**config.mk**
```make
export PLATFORM = sky130hd
export DESIGN_NAME = level_sequencer_flat
export DESIGN_NICKNAME = d
export VERILOG_FILES = /design/src/rtl/level_sequencer_pkg.sv /design/src/rtl/level_sequencer_if.sv /design/src/rtl/level_sequencer_sec_window_timer.sv /design/src/rtl/level_sequencer.sv /design/src/flat_wrapper.sv
export SDC_FILE = /design/constraint.sdc
export NUM_CORES = 1
export LEC_CHECK = 0
export ABC_CLOCK_PERIOD_IN_PS = 3350
export CAP_MARGIN = 5
export CORE_MARGIN = 10
export CORE_UTILIZATION = 52
export CTS_BUF_LIST = sky130_fd_sc_hd__clkbuf_4 sky130_fd_sc_hd__clkbuf_8
export DETAILED_ROUTE_END_ITERATION = 8
export GPL_TIMING_DRIVEN = 0
export PLACE_DENSITY = 0.79
export SYNTH_ARGS = -nofsm -noshare
export SYNTH_HDL_FRONTEND = slang
export SYNTH_SLANG_ARGS = --single-unit
export TNS_END_PERCENT = 1
```
**constraint.sdc**
```tcl
create_clock -name Clk100M -period 3.35 [get_ports Clk100M]
set_clock_uncertainty 0.05 [all_clocks]
set_input_delay 0.67 -clock Clk100M [delete_from_list [all_inputs] [get_ports Clk100M]]
set_output_delay 0.67 -clock Clk100M [all_outputs]
set_load 0.03 [all_outputs]
```
**src/rtl/level_sequencer_pkg.sv**
```systemverilog
// Shared types and constants for the level sequencer: FSM state encoding,
// level/lives widths and reset values.
package level_seq_pkg;

   localparam int LEVEL_W = 4;
   localparam int LIVES_W = 2;

   localparam logic [LEVEL_W-1:0] FIRST_LEVEL = 4'd1;
   localparam logic [LIVES_W-1:0] LIVES_INIT  = 2'd3;

   typedef enum logic [2:0] {
      IDLE,
      KICK,
      WAIT_COUNT,
      ANSWER,
      MISS,
      WIN,
      LOSE
   } state_e;

   // Sizes the shared second counter so it can hold the larger of the two windows.
   function automatic int max_int(input int a, input int b);
      return (a > b) ? a : b;
   endfunction

endpackage

```
**src/rtl/level_sequencer_if.sv**
```systemverilog
// Handshake bundle between the level sequencer (master) and the surrounding
// button/answer logic and countdown block (slave).
interface level_sequencer_if;
   import level_seq_pkg::*;

   logic               Tick1Hz;
   logic               userStart;
   logic               doneCounting;
   logic               answerValid;
   logic               answerCorrect;
   logic               start;
   logic [LEVEL_W-1:0] curLevel;
   logic               roundActive;
   logic               win;
   logic               gameOver;
   logic               countErr;
   logic [LIVES_W-1:0] livesLeft;

   modport master (
      input  Tick1Hz, userStart, doneCounting, answerValid, answerCorrect,
      output start, curLevel, roundActive, win, gameOver, countErr, livesLeft
   );

   modport slave (
      output Tick1Hz, userStart, doneCounting, answerValid, answerCorrect,
      input  start, curLevel, roundActive, win, gameOver, countErr, livesLeft
   );

endinterface

```
**src/rtl/level_sequencer_sec_window_timer.sv**
```systemverilog
// Loadable seconds down-counter stepped by the 1 Hz enable; expire_o pulses on
// the tick that would take the count below 1.
module sec_window_timer #(
   parameter int CNT_W = 4
) (
   input  logic             clk,
   input  logic             rst,
   input  logic             clr_i,
   input  logic             load_i,
   input  logic [CNT_W-1:0] load_val_i,
   input  logic             run_i,
   input  logic             tick_i,
   output logic             expire_o
);

   logic [CNT_W-1:0] cnt_q, cnt_d;

   always_comb begin
      cnt_d = cnt_q;
      if (clr_i) begin
         cnt_d = '0;
      end else if (load_i) begin
         cnt_d = load_val_i;
      end else if (run_i && tick_i && (cnt_q != '0)) begin
         cnt_d = cnt_q - CNT_W'(1);
      end
   end

   always_ff @(posedge clk) begin
      if (rst) begin
         cnt_q <= '0;
      end else begin
         cnt_q <= cnt_d;
      end
   end

   assign expire_o = run_i && tick_i && (cnt_q == CNT_W'(1));

endmodule

```
**src/rtl/level_sequencer.sv**
```systemverilog
// Game round sequencer: kicks the countdown block, waits for it, then times the
// player's answer window. Optional lives support under `LEVEL_SEQ_LIVES_EN.
module level_sequencer
   import level_seq_pkg::*;
#(
   parameter int MAX_LEVEL     = 9,
   parameter int ANSWER_SECS   = 5,
   parameter int COUNT_TIMEOUT = 10
) (
   input  logic              Clk100M,
   input  logic              Reset,
   level_sequencer_if.master seq_if
);

   localparam int CNT_W = $clog2(max_int(ANSWER_SECS, COUNT_TIMEOUT) + 1);

   state_e             state_q, state_d;
   logic [LEVEL_W-1:0] level_q, level_d;
   logic               start_q, start_d;
   logic               round_q, round_d;
   logic               win_q, win_d;
   logic               over_q, over_d;
   logic               cerr_q, cerr_d;

   logic               tmr_clr, tmr_load, tmr_run, tmr_expire;
   logic [CNT_W-1:0]   tmr_val;
   logic               at_max;

   assign at_max = (level_q == LEVEL_W'(MAX_LEVEL));

   // One counter serves both the countdown watchdog and the answer window.
   always_comb begin
      tmr_clr  = (state_q == IDLE) || (state_q == WIN) || (state_q == LOSE);
      tmr_load = (state_q == KICK) || ((state_q == WAIT_COUNT) && seq_if.doneCounting);
      tmr_val  = (state_q == KICK) ? CNT_W'(COUNT_TIMEOUT) : CNT_W'(ANSWER_SECS);
      tmr_run  = (state_q == WAIT_COUNT) || (state_q == ANSWER);
   end

   sec_window_timer #(
      .CNT_W (CNT_W)
   ) u_timer (
      .clk        (Clk100M),
      .rst        (Reset),
      .clr_i      (tmr_clr),
      .load_i     (tmr_load),
      .load_val_i (tmr_val),
      .run_i      (tmr_run),
      .tick_i     (seq_if.Tick1Hz),
      .expire_o   (tmr_expire)
   );

`ifdef LEVEL_SEQ_LIVES_EN
   logic [LIVES_W-1:0] lives_q, lives_d;
`endif

   always_ff @(posedge Clk100M) begin
      if (Reset) begin
         state_q <= IDLE;
         level_q <= FIRST_LEVEL;
         start_q <= 1'b0;
         round_q <= 1'b0;
         win_q   <= 1'b0;
         over_q  <= 1'b0;
         cerr_q  <= 1'b0;
      end else begin
         state_q <= state_d;
         level_q <= level_d;
         start_q <= start_d;
         round_q <= round_d;
         win_q   <= win_d;
         over_q  <= over_d;
         cerr_q  <= cerr_d;
      end
   end

`ifdef LEVEL_SEQ_LIVES_EN
   always_ff @(posedge Clk100M) begin
      if (Reset) begin
         lives_q <= LIVES_INIT;
      end else begin
         lives_q <= lives_d;
      end
   end
`endif

   always_comb begin
      state_d = state_q;
      case (state_q)
         IDLE: begin
            if (seq_if.userStart) state_d = KICK;
         end
         KICK: begin
            state_d = WAIT_COUNT;
         end
         WAIT_COUNT: begin
            if (seq_if.doneCounting) begin
               state_d = ANSWER;
            end else if (tmr_expire) begin
               state_d = LOSE;
            end
         end
         ANSWER: begin
            // A submitted answer takes priority over a window expiring on the same edge.
            if (seq_if.answerValid) begin
               if (!seq_if.answerCorrect) begin
                  state_d = MISS;
               end else if (at_max) begin
                  state_d = WIN;
               end else begin
                  state_d = KICK;
               end
            end else if (tmr_expire) begin
               state_d = MISS;
            end
         end
         MISS: begin
`ifdef LEVEL_SEQ_LIVES_EN
            state_d = (lives_q > LIVES_W'(1)) ? KICK : LOSE;
`else
            state_d = LOSE;
`endif
         end
         WIN, LOSE: begin
            if (seq_if.userStart) state_d = IDLE;
         end
         default: begin
            state_d = IDLE;
         end
      endcase
   end

   always_comb begin
      start_d = (state_d == KICK);
      round_d = (state_d == ANSWER);
      win_d   = (state_d == WIN);
      over_d  = (state_d == LOSE);
      level_d = level_q;
      cerr_d  = cerr_q;
      if ((state_q == ANSWER) && seq_if.answerValid && seq_if.answerCorrect && !at_max) begin
         level_d = level_q + LEVEL_W'(1);
      end
      if ((state_q == WAIT_COUNT) && !seq_if.doneCounting && tmr_expire) begin
         cerr_d = 1'b1;
      end
      if (((state_q == WIN) || (state_q == LOSE)) && seq_if.userStart) begin
         level_d = FIRST_LEVEL;
         cerr_d  = 1'b0;
      end
   end

`ifdef LEVEL_SEQ_LIVES_EN
   always_comb begin
      lives_d = lives_q;
      if (state_q == MISS) begin
         lives_d = lives_q - LIVES_W'(1);
      end else if (((state_q == WIN) || (state_q == LOSE)) && seq_if.userStart) begin
         lives_d = LIVES_INIT;
      end
   end

   assign seq_if.livesLeft = lives_q;
`else
   assign seq_if.livesLeft = '0;
`endif

   assign seq_if.start       = start_q;
   assign seq_if.curLevel    = level_q;
   assign seq_if.roundActive = round_q;
   assign seq_if.win         = win_q;
   assign seq_if.gameOver    = over_q;
   assign seq_if.countErr    = cerr_q;

endmodule

```
**src/flat_wrapper.sv**
```systemverilog
// flat-port wrapper written by rule: the top's interface ports become plain ports
module level_sequencer_flat import level_seq_pkg::*;
#(
   parameter int MAX_LEVEL     = 9,
   parameter int ANSWER_SECS   = 5,
   parameter int COUNT_TIMEOUT = 10
)
  (Clk100M, Reset, seq_if_Tick1Hz, seq_if_userStart, seq_if_doneCounting, seq_if_answerValid, seq_if_answerCorrect, seq_if_start, seq_if_curLevel, seq_if_roundActive, seq_if_win, seq_if_gameOver, seq_if_countErr, seq_if_livesLeft);
  level_sequencer_if seq_if_i ();
  input  logic Clk100M;
  input  logic Reset;
  input wire logic [$bits(seq_if_i.Tick1Hz)-1:0] seq_if_Tick1Hz;
  input wire logic [$bits(seq_if_i.userStart)-1:0] seq_if_userStart;
  input wire logic [$bits(seq_if_i.doneCounting)-1:0] seq_if_doneCounting;
  input wire logic [$bits(seq_if_i.answerValid)-1:0] seq_if_answerValid;
  input wire logic [$bits(seq_if_i.answerCorrect)-1:0] seq_if_answerCorrect;
  output wire logic [$bits(seq_if_i.start)-1:0] seq_if_start;
  output wire logic [$bits(seq_if_i.curLevel)-1:0] seq_if_curLevel;
  output wire logic [$bits(seq_if_i.roundActive)-1:0] seq_if_roundActive;
  output wire logic [$bits(seq_if_i.win)-1:0] seq_if_win;
  output wire logic [$bits(seq_if_i.gameOver)-1:0] seq_if_gameOver;
  output wire logic [$bits(seq_if_i.countErr)-1:0] seq_if_countErr;
  output wire logic [$bits(seq_if_i.livesLeft)-1:0] seq_if_livesLeft;
  assign seq_if_i.Tick1Hz = seq_if_Tick1Hz;
  assign seq_if_i.userStart = seq_if_userStart;
  assign seq_if_i.doneCounting = seq_if_doneCounting;
  assign seq_if_i.answerValid = seq_if_answerValid;
  assign seq_if_i.answerCorrect = seq_if_answerCorrect;
  assign seq_if_start = seq_if_i.start;
  assign seq_if_curLevel = seq_if_i.curLevel;
  assign seq_if_roundActive = seq_if_i.roundActive;
  assign seq_if_win = seq_if_i.win;
  assign seq_if_gameOver = seq_if_i.gameOver;
  assign seq_if_countErr = seq_if_i.countErr;
  assign seq_if_livesLeft = seq_if_i.livesLeft;
  level_sequencer #(.MAX_LEVEL(MAX_LEVEL), .ANSWER_SECS(ANSWER_SECS), .COUNT_TIMEOUT(COUNT_TIMEOUT)) u_core (.Clk100M(Clk100M), .Reset(Reset), .seq_if(seq_if_i));
endmodule
```
Word-level counts from Yosys, hierarchy flattened

Index checks and enable logic that the tools add are counted.

Register bits after elaboration: 16
Output and inout port bits: 11

$add $sub $neg: 2
Equal/unequal tests: 12
Multiplexer cells: 12
Reduce and logical (&&, ||, !) cells: 23

Operators by type and width:

| cell                                                                | count |
|---|---|
| 3-bit 2-to-1 mux                                                    | 8 |
| 3-bit case mux with 6 select lines                                  | 1 |
| 3-bit == test (second input constant)                               | 5 |
| 4-bit 2-to-1 mux                                                    | 3 |
| 1-bit logical AND                                                   | 10 |
| 3-bit by 2-bit == test with 1-bit output (second input constant)    | 3 |
| 3-bit by 1-bit == test with 1-bit output (second input constant)    | 2 |
| 2-bit OR reduction                                                  | 3 |
| 1-bit logical OR                                                    | 5 |
| 4-bit by 1-bit adder with 4-bit output (second input constant)      | 1 |
| 4-bit by 1-bit == test with 1-bit output (second input constant)    | 1 |
| 4-bit == test (second input constant)                               | 1 |
| 4-bit nonzero test                                                  | 1 |
| 4-bit by 1-bit subtractor with 4-bit output (second input constant) | 1 |
| 3-bit logical NOT                                                   | 1 |
| 1-bit logical NOT                                                   | 2 |
| 2-bit nonzero test                                                  | 1 |

Longest topological paths before layout

Depth in word-level cells: 8
Gate-level depth with buffers: 6

Cells and area by module

A second synthesis with hierarchy kept.

Cell total of the unflattened synthesis: 109
Area, all modules: 1013.5 um2

By module, submodules not included:

| module           | times used | cells an instance | area an instance (um2) | seq. area each (um2) |
|---|---|---|---|---|
| level_sequencer  | 1          | 78                | 752.0                  | 240.2 |
| sec_window_timer | 1          | 31                | 261.5                  | 80.1 |

Worst setup path before layout

OpenSTA, ideal clock, no wires.

Path type: reg2reg
From: register u_core.u_timer.cnt_q[0]
To: register u_core.u_timer.cnt_q[3]
Setup time: 116 ps
Data arrival time: 1541 ps
Required time: 3184 ps
Slack: 1644 ps
Stages on the path, launching flop included: 7
Buffers on the path: 0
Path through: dfxtp_1 inv_1 ha_1 or3b_4 and3_4 a221o_1 and3_1

Cells in the longest elaborated chain, start to end: 3

Ends and longest elaborated chain:

| what                                                                                     | RTL line                                                                       | source |
|---|---|---|
| start, declared                                                                          | level_sequencer_sec_window_timer.sv:16                                         | `logic [CNT_W-1:0] cnt_q, cnt_d;` |
| start signal, assigned                                                                   | level_sequencer_sec_window_timer.sv:33                                         | `cnt_q <= cnt_d;` |
| 4-bit by 1-bit subtractor with 4-bit output / 4-bit nonzero test (equally long branches) | level_sequencer_sec_window_timer.sv:25, level_sequencer_sec_window_timer.sv:24 |  |
| 4-bit 2-to-1 mux / 1-bit logical AND (equally long branches)                             | level_sequencer_sec_window_timer.sv:24                                         | `end else if (run_i && tick_i && (cnt_q != '0)) begin` |
| 4-bit 2-to-1 mux / 2-bit nonzero test (equally long branches)                            | n/a                                                                            |  |

Parallel ways exist; a longest one is shown, timed or not. The select of a mux whose other input is x is not followed.
A chain may end at the register's enable or synchronous reset.

Worst setup path in the final report

From: register u_core.level_q[0], in the netlist u_core.seq_if.curLevel[0]
To: output seq_if_curLevel[0]

RTL lines:

| what                   | RTL line              | source |
|---|---|---|
| start, declared        | level_sequencer.sv:18 | `logic [LEVEL_W-1:0] level_q, level_d;` |
| start signal, assigned | level_sequencer.sv:67 | `level_q <= level_d;` |
| end, declared          | flat_wrapper.sv:18    | `output wire logic [$bits(seq_if_i.curLevel)-1:0] seq_if_curLevel;` |

No word-level cell between the ends.

==> summary.md <==
| Metric | Value |
|---|---|
| Fin. Hold Viols | 0 |
| Synth Area in Simple Gates | 26.9% |
| Final Setup Violations | 0 |
| Max-Cap Viols | 0 |
| Tcrit/Tclk final | 64.4% |
| Share of layout cells above drive strength 1 | 16.3% |
| Die W | 63.8 um |
| R2r setup slk | 1540 ps |
| Avg Inst Size Synth | 9.07 sq um |
| CTS H-tree depth | 1 |
| # Post-CTS Setup Buffers | 0 |
| Std-Cell Rows | 15 |
| Maximum buffer depth of the clock tree | 2 |
| Largest net degree at the start of global routing | 11 |
| Initial DRC Count | 32 |
| Final setup TNS | 0 ps |
| Family with the most delay on the worst path | buffers and inverters |
| Uppermost layer routed | met4 |
| Seq cells post-synth | 16 |
| # resized after CTS | 0 |
| TritonCTS Buffers | 3 |
| Worst Path Required | 2630 ps |
| Lkg Pwr | 0.473 nW |
| Clock sinks | 16 |
| Mapped cell area | 997 sq um |
| Core area | 1760 sq um |
| FFs w/ async S/R, synth | 0% |
| Critical path arrival | 1440 ps |
| CP Cell Sequence | clkdlybuf4s50_1 |
| Routed met3 length | 160 um |
| Slew headroom | 53.2% |
| Die area | 4070 sq um |
| Residual DRC | 0 |
| Worst Setup SP | u_core.seq_if.curLevel[0] |
| Compound-gate portion of the synthesized area | 20.6% |
| CP Max Fanout | 5 |
| Tot GR Track Use | 11.3% |
| Slew Limit Fails | 0 |
| Final net count | 141 |
| Post-synthesis mux area share | 1.00% |
| M1 WL | 981 um |
| RSZ-0062 raised after global routing | false |
| Clock root cell | clkbuf_4 |
| Main combinational cell family by area after synthesis | simple AND/OR/NAND/NOR gates |
| Initial antenna violation count | 0 |
| HP Start | u_core.seq_if.countErr |
| Port bufs | 14 |
| Crit end category | primary output |
| Vias per inst | 5.62 |
| Cells after Synth | 110 |
| Crit path buf inv count | 1 |
| Sequential fraction of the synthesis area | 32.1% |
| Top FF cell, synth | dfxtp_1 |
| Final non-filler cell total | 154 |
| First-pass GRT wire length | 3810 um |
| Total global routing overflow | 0 |
| Reg2Reg Launch Point | u_core.u_timer.cnt_q[0] |
| Final wirelength | 2240 um |
| GP Congestion | 0.826 |
| Max stage delay on crit path | 710 ps |
| Number of global-route vias before repair | 841 |
| Status | finished clean |
| CP Launch Type | register |
| DRT Pass-1 Iters | 4 |
| Detail Route Antenna Nets | 0 |
| Synth warn | 0 |
| Post-synth EDFFs | 0 |
| Worst-margin pin slew | 692 ps |
| Adder-cell share of the synthesized area | 5.02% |
| Die height | 63.8 um |
| Initial core utilization | 56.5% |
| Fillers | 168 |
| Final min period | 2160 ps |
| Met2 wire length | 1090 um |
| Via count | 865 |
| Routed len/inst | 14.6 um |
| Clock transition at the registers of the reported paths | 100 ps |
| CTS Hold Buffers Added | 0 |
| CP max-delay cell | clkdlybuf4s50_1 |
| Num ports | 18 |
| PwrDens | 360 nW/um^2 |
| Area Growth Syn to Fin | 21.2% |
| Dpl cells | 150 |
| Antenna Cells | 0 |
| CTS tree | done |
| WS Path Type | register to primary output |
| Synth Area in XOR/XNOR | 7.03% |
| Peak supply drop | 247 uV |
| HP Class | register to register |
| Fmax | 0.463 GHz |
| Post-synthesis cell type count | 46 |
| DP HPWL | 1740 um |
| Worst skew pair latency | 290 ps |
## tightest hold or removal path, cell delays in order (launching register included)
cell	delay, ps
dfxtp_1	340
nor2_1	50
nor2_1	70
## area by class of cell
cell class | instances | area [sq um] | area share [%]
multi-input combinational | 83 | 611 | 50.5
sequential | 16 | 320 | 26.5
timing repair buffer | 14 | 140 | 11.6
buffer | 8 | 55.1 | 4.55
clock buffer | 4 | 36.3 | 3.00
tap | 25 | 31.3 | 2.59
inverter | 4 | 15.0 | 1.24
## flip-flops by register name, summed over array words and instances, names as in the netlist
name,cells
u_core.seq_if.gameOver,1
u_core.seq_if.start,1
u_core.seq_if.curLevel,4
u_core.u_timer.cnt_q,4
u_core.state_q,3
u_core.seq_if.countErr,1
u_core.seq_if.roundActive,1
u_core.seq_if.win,1
## per-layer routing
metal,track usage (%),vias up
li1,-,434
met1,13.2,408
met2,18.4,21
met3,4.53,2
met4,3.28,0
met5,0,-
## power by group
part           switching [mW]  leakage, nW  internal [mW]  total, mW
clock                  0.0656       0.0210         0.0662      0.132
combinational          0.0566        0.322         0.0451      0.102
sequential            0.00425        0.130          0.197      0.202
total                   0.126        0.473          0.309      0.435
## stage by stage
step | hold WS, ps | setup WS (ps) | util [%] | total power [mW] | instance area (sq um)
global route | 485 | 1140 | 68.5 | 0.454 | 1210
floorplan | 466 | 1640 | - | 0.279 | 1000
CTS | 453 | 1180 | 68.5 | 0.436 | 1210
detailed placement | 425 | 1020 | 66.5 | 0.306 | 1170
finish | 440 | 1190 | 68.5 | 0.435 | 1210
global placement | 409 | 1060 | 66.5 | 0.304 | 1170
## path summary, 6_finish.rpt
| path | end | cells after the start |
|---|---|---|
| max reg2reg | u_core.u_timer.cnt_q[3] | 6 |
| max | seq_if_curLevel[0] | 1 |
| min | u_core.seq_if.countErr | 2 |
| min reg2reg | u_core.seq_if.countErr | 2 |
## cell families (layout without fill, tap and decap cells)
kind of cell / after synthesis / in the layout
adders and majority gates: 4 / 4
AOI/OAI and AO/OA: 26 / 26
and+or+nand+nor: 42 / 42
buffers and inverters: 12 / 30
xor gates and xnor gates: 8 / 8
other: 1 / 2
DFF: 16 / 16
muxes: 1 / 1
## layout by cell type, fill, tap and decap left out, drive strengths merged, types with 2 or more instances in the layout
cell type      Yosys  layout
a211oi             3       3
a21o               2       2
a21oi              3       3
a31oi              3       3
and2               4       4
and3               4       4
buf                8       8
clkbuf             0       4
clkdlybuf4s50      0      14
conb               1       2
dfxtp             16      16
ha                 4       4
inv                4       4
nand2              2       2
nand2b             3       3
nand3b             3       3
nand4              3       3
nor2               9       9
nor2b              3       3
nor3               3       3
nor4               2       2
o21a               3       3
o21ai              2       2
xnor2              4       4
xor2               4       4
## Yosys cell counts, types with 2 or more instances
master | number | area share, %
dfxtp_1 | 16 | 32
nor2_1 | 9 | 3.4
and2_1 | 4 | 2.5
buf_4 | 4 | 3.0
ha_1 | 4 | 5.0
inv_1 | 4 | 1.5
xnor2_1 | 4 | 3.5
xor2_1 | 4 | 3.5
a211oi_1 | 3 | 2.3
a21oi_1 | 3 | 1.5
a31oi_1 | 3 | 1.9
nand2b_1 | 3 | 1.9
nand3b_1 | 3 | 2.3
nand4_1 | 3 | 1.9
nor3_1 | 3 | 1.5
o21a_1 | 3 | 2.3
a21o_1 | 2 | 1.5
and3_1 | 2 | 1.3
buf_2 | 2 | 1.0
nand2_1 | 2 | 0.75
nor2b_1 | 2 | 1.3
nor4_1 | 2 | 1.3
o21ai_0 | 2 | 1.0
Power figures use the tool's default switching activity.
